$ cat src/rtl/instr_fetch.sv
// Instruction fetch / PC unit: owns the PC and runs an IDLE/REQ/DONE handshake with imem.
// Optional macro FETCH_TIMEOUT_EN adds a REQ watchdog driving a sticky fetch_err.
module instr_fetch #(
    parameter int unsigned ADDR_W  = 8,
    parameter int unsigned INSTR_W = 8,
    parameter int unsigned TIMEOUT = 15
) (
    input  logic               clk,
    input  logic               rst_n,
    input  logic               en_fetch_pulse,
    input  logic               en_pc_pulse,
    input  logic [1:0]         pc_ctrl,
    input  logic [ADDR_W-1:0]  jmp_addr,
    output logic               mem_req,
    output logic [ADDR_W-1:0]  mem_addr,
    input  logic [INSTR_W-1:0] mem_rdata,
    input  logic               mem_ack,
    output logic [ADDR_W-1:0]  pc,
    output logic               en1,
    output logic [3:0]         opcode,
    output logic [1:0]         rd,
    output logic [1:0]         rs,
    output logic               fetch_err
);

    localparam logic [1:0] IDLE = 2'd0;
    localparam logic [1:0] REQ  = 2'd1;
    localparam logic [1:0] DONE = 2'd2;

    logic [1:0]         state_q, state_d;
    logic [ADDR_W-1:0]  pc_q, pc_d;
    logic [ADDR_W-1:0]  addr_q, addr_d;
    logic [INSTR_W-1:0] ir_q, ir_d;
    logic               accept;
    logic               req_expire;

    assign accept = (state_q == IDLE) && en_fetch_pulse;

`ifdef FETCH_TIMEOUT_EN
    localparam int unsigned CntW = $clog2(TIMEOUT + 1);

    logic [CntW-1:0] cnt_q, cnt_d;
    logic            err_q, err_d;

    // Expire at the end of the last allowed REQ cycle; an ack in that cycle still wins.
    assign req_expire = (state_q == REQ) && !mem_ack && (cnt_q == CntW'(TIMEOUT - 1));

    always_comb begin
        cnt_d = '0;
        if (state_q == REQ) begin
            cnt_d = cnt_q + {{(CntW-1){1'b0}}, 1'b1};
        end
        err_d = err_q;
        if (accept) begin
            err_d = 1'b0;
        end else if (req_expire) begin
            err_d = 1'b1;
        end
    end

    always_ff @(posedge clk or negedge rst_n) begin
        if (!rst_n) begin
            cnt_q <= '0;
            err_q <= 1'b0;
        end else begin
            cnt_q <= cnt_d;
            err_q <= err_d;
        end
    end

    assign fetch_err = err_q;
`else
    assign req_expire = 1'b0;
    assign fetch_err  = 1'b0;
`endif

    always_comb begin
        state_d = state_q;
        addr_d  = addr_q;
        ir_d    = ir_q;
        case (state_q)
            IDLE: begin
                if (en_fetch_pulse) begin
                    state_d = REQ;
                    addr_d  = pc_q;
                end
            end
            REQ: begin
                if (mem_ack) begin
                    state_d = DONE;
                    ir_d    = mem_rdata;
                end else if (req_expire) begin
                    state_d = IDLE;
                end
            end
            DONE:    state_d = IDLE;
            default: state_d = IDLE;
        endcase
    end

    always_comb begin
        pc_d = pc_q;
        if (en_pc_pulse) begin
            case (pc_ctrl)
                2'b01:   pc_d = pc_q + {{(ADDR_W-1){1'b0}}, 1'b1};
                2'b10:   pc_d = jmp_addr;
                2'b11:   pc_d = '0;
                default: pc_d = pc_q;
            endcase
        end
    end

    always_ff @(posedge clk or negedge rst_n) begin
        if (!rst_n) begin
            state_q <= IDLE;
            pc_q    <= '0;
            addr_q  <= '0;
            ir_q    <= '0;
        end else begin
            state_q <= state_d;
            pc_q    <= pc_d;
            addr_q  <= addr_d;
            ir_q    <= ir_d;
        end
    end

    assign mem_req  = (state_q == REQ);
    assign mem_addr = addr_q;
    assign pc       = pc_q;
    assign en1      = (state_q == DONE);
    assign opcode   = ir_q[7:4];
    assign rd       = ir_q[3:2];
    assign rs       = ir_q[1:0];

endmodule

$ cat config.mk
export PLATFORM = sky130hd
export DESIGN_NAME = instr_fetch
export DESIGN_NICKNAME = d
export VERILOG_FILES = /design/src/rtl/instr_fetch.sv
export SDC_FILE = /design/constraint.sdc
export NUM_CORES = 1
export LEC_CHECK = 0
export CORE_MARGIN = 2
export CORE_UTILIZATION = 30
export CTS_BUF_LIST = sky130_fd_sc_hd__clkbuf_4 sky130_fd_sc_hd__clkbuf_8 sky130_fd_sc_hd__clkbuf_16
export DETAILED_ROUTE_END_ITERATION = 12
export PLACE_DENSITY = 0.67
export SYNTH_ARGS = -nofsm -noshare
export SYNTH_HDL_FRONTEND = slang
export SYNTH_SLANG_ARGS = --single-unit
$ cat constraint.sdc
create_clock -name clk -period 1.6 [get_ports clk]
set_clock_uncertainty 0.1 [all_clocks]
set_input_delay 0.48 -clock clk [delete_from_list [all_inputs] [get_ports clk]]
set_output_delay 0.48 -clock clk [all_outputs]
set_load 0.01 [all_outputs]
==> results.yml <==
grt:
  grt_antenna_before_repair: 0
  gr-total-overflow: 0
  grt_pass1_vias: 1213
  gr-usage-all-layers: 0.141
  largest_net_degree_at_the_start_of_global_routing: 27
  wire_length_of_the_first_global_routing_pass_um: 5780
yosys:
  ys_ff_latch: 26
  synth_most_common_cell: "sky130_fd_sc_hd__dfrtp_1"
  synth_fp_nets: 139
  syn-instance-count: 115
  syn_area_per_cell_um2: 11.6
  mappedNetlistArea_um2: 1330
  yosys-top-cells-area: "sky130_fd_sc_hd__dfrtp_1 49%, sky130_fd_sc_hd__mux2_2 14%, sky130_fd_sc_hd__nor2b_1 4.7%"
  synth.top_cells.by_count: "26 x sky130_fd_sc_hd__dfrtp_1, 16 x sky130_fd_sc_hd__mux2_2, 10 x sky130_fd_sc_hd__nor2b_1"
  synth.distinct_cells: 37
  yosys_warnings: 0
  synth_top_cell_area_share: 0.488
  synth_seq_area_share: 0.488
  synthArstFlopShare: 1.00
  synth_area_leader_cell: "sky130_fd_sc_hd__dfrtp_1"
  synth_top_flop_cell: "sky130_fd_sc_hd__dfrtp_1"
  post_synth_edffs: 0
pwr:
  cellInternalPower_mw: 1.87
  power_switching_share: 0.322
  clockPowerShare: 0.155
  power.ir.vdd_worst_mv: 0.535
  pwr-share-seq: 0.379
  power_frac_comb: 0.466
  p_leak_nw: 0.968
  p_sw_mw: 0.886
  power_density_nw_per_um2: 1310
worst_setup_path:
  criticalPathCategory: "reg -> out"
  critical_path.endpoint_type: "primary output"
  r2r.worst_path.cells: 4
  crit_fanout: 3
  setup.worst_path.start_class: "flip-flop"
  r2r_end: "mem_addr[7]$_DFFE_PN0P_"
  timing.rr.start: "state_q[1]$_DFFE_PN0P_"
  timing.critical_path.required_ps: 1020
  setup.reg_to_reg.worst_slack_ps: 30
  cp.arrival_ps: 1010
detailed_routing:
  drc: 0
  drt_pass1_iterations: 4
  vias: 1167
  drtIter0Drc: 42
  route.final.wire_length_um: 3560
  avgRoutedWirePerCell_um: 15.2
  final_antenna_net_count: 0
  avgViaCountPerCell: 4.99
sta:
  final.setup.worst_slack_ps: 9.32
  timing.hold.ws_ps: 409
  grt_setup_unrepaired: "true"
  hold_viol: 0
  final.period_utilization: 0.994
  finalSetupViolCount: 0
  layout_min_cycle_time_ps: 1590
  fmax_mhz: 629
  slew_violations: 0
layout:
  post_route_cells_drive_above_1_share: 0.280
  final_area_um2: 2100
  finalNonFillerCells: 234
  syn_to_final_growth_pct: 57.5
  fin_nets: 207
  n_antenna_cell: 0
placement:
  preCtsSetupSlack_ps: -334
  hpwlAfterDp_um: 2610
  io_buffers: 48
  detailed_place.area_um2: 2010
  finalWeightedCongestion: 0.837
  place_inst: 228
floorplanning:
  floorplan.rows: 24
  die_wd_um: 70.7
  top_level_ports: 50
  die_h_um: 70.7
  start_util: 0.308
  design.core.area_um2: 4320
  design.die.area_um2: 4990
clock_network:
  htreeDepth: 1
  clock_latency_ps: 270
  numCtsBuffers: 3
  cts.sinks: 26
  cts_tree: "yes"
  clk_path_buf_depth: 2
  cts.reportedPaths.clkPinSlew_ps: 90
  clockRootBuffer: "sky130_fd_sc_hd__clkbuf_8"
worst_hold_path:
  worst_hold_path.endpoint: "mem_addr[3]$_DFFE_PN0P_"
  min_path_type: "reg -> reg"
  worstHoldPathCells: 1
  timing.hold.worst.start: "mem_addr[3]$_DFFE_PN0P_"
status:
  status: "finished, final reports clean"
run:
  drv.max_cap_violation_count: 0
==> layout make-up <==
cell class | count | area [um^2]
fillers | 398 | 2220
repair buffers | 71 | 676
flip-flops and latches | 26 | 651
multi-input cells | 75 | 632
well taps | 52 | 65.1
clock buffers | 4 | 55.1
inverters | 6 | 22.5
==> cell families after synthesis <==
family	synth area share
simple gates	0.189
flops	0.488
compound gates	0.113
mux	0.143
buf+inv	0.0553
fa+ha+maj	0.00938
other cells	0.00281
==> stage by stage <==
step / utilization / power [mW] / TNS [ps]
after global placement: 0.465 / 2.42 / -4520
after floorplan: - / 1.64 / 0
after global routing: 0.486 / 2.92 / -82.3
after CTS: 0.470 / 2.72 / -5.21
final: 0.486 / 2.75 / 0
after detailed placement: 0.465 / 2.47 / -5350
==> critical path: stages (launching register included) <==
cell                      delay [ps]
sky130_fd_sc_hd__dfrtp_1         400
sky130_fd_sc_hd__and2b_2         240
sky130_fd_sc_hd__buf_6           100
==> cell usage in the layout, fill, tap and decap left out, drive strengths merged, types with 5 or more instances in the layout <==
cell type	count
dfrtp	26
dlygate4sd2	25
buf	24
clkdlybuf4s50	18
mux2	16
nor2b	10
inv	6
nand3	6
a31oi	5
clkbuf	5
==> sequential cells by signal (all words and copies together) (netlist names) <==
name      count
ir_q          8
state_q       2
mem_addr      8
pc            8
==> per-layer routing <==
| layer | track usage | vias up | routed length [um] | part of all wire |
|---|---|---|---|---|
| li1 | - | 557 | - | - |
| met1 | 0.188 | 568 | 1550 | 0.44 |
| met2 | 0.243 | 38 | 1840 | 0.52 |
| met3 | 0.0185 | 4 | 133 | 0.037 |
| met4 | 0.0377 | 0 | 33 | 0.0093 |
| met5 | 0 | - | 0 | 0 |
==> worst max path at each step <==
stage / start / to / slack (ps)
after global placement: pc_ctrl[1] / pc[4]$_DFFE_PN0P_ / -260
final: state_q[1]$_DFFE_PN0P_ / mem_req / 9
after global routing: state_q[1]$_DFFE_PN0P_ / mem_addr[6]$_DFFE_PN0P_ / -30
after CTS: state_q[1]$_DFFE_PN0P_ / mem_req / -5
after floorplan: en_fetch_pulse / mem_addr[0]$_DFFE_PN0P_ / 190
after detailed placement: pc_ctrl[1] / pc[4]$_DFFE_PN0P_ / -330
==> power groups by stage <==
| stage | clock network, mW | logic [mW] | registers [mW] |
|---|---|---|---|
| finish | 0.428 | 1.28 | 1.04 |
| global route | 0.459 | 1.39 | 1.07 |
| CTS | 0.442 | 1.24 | 1.04 |
| detailed placement | 0 | 1.41 | 1.06 |
| global placement | 0 | 1.37 | 1.05 |
| floorplan | 0 | 0.434 | 1.20 |
==> timing repair <==
action	4_1_cts	5_1_grt
setup buffers	0	1
cloned	0	1
hold buffers	0	0
resized for setup	34	9
endpoints found under the setup margin	30	7
Power figures use the tool's default switching activity.
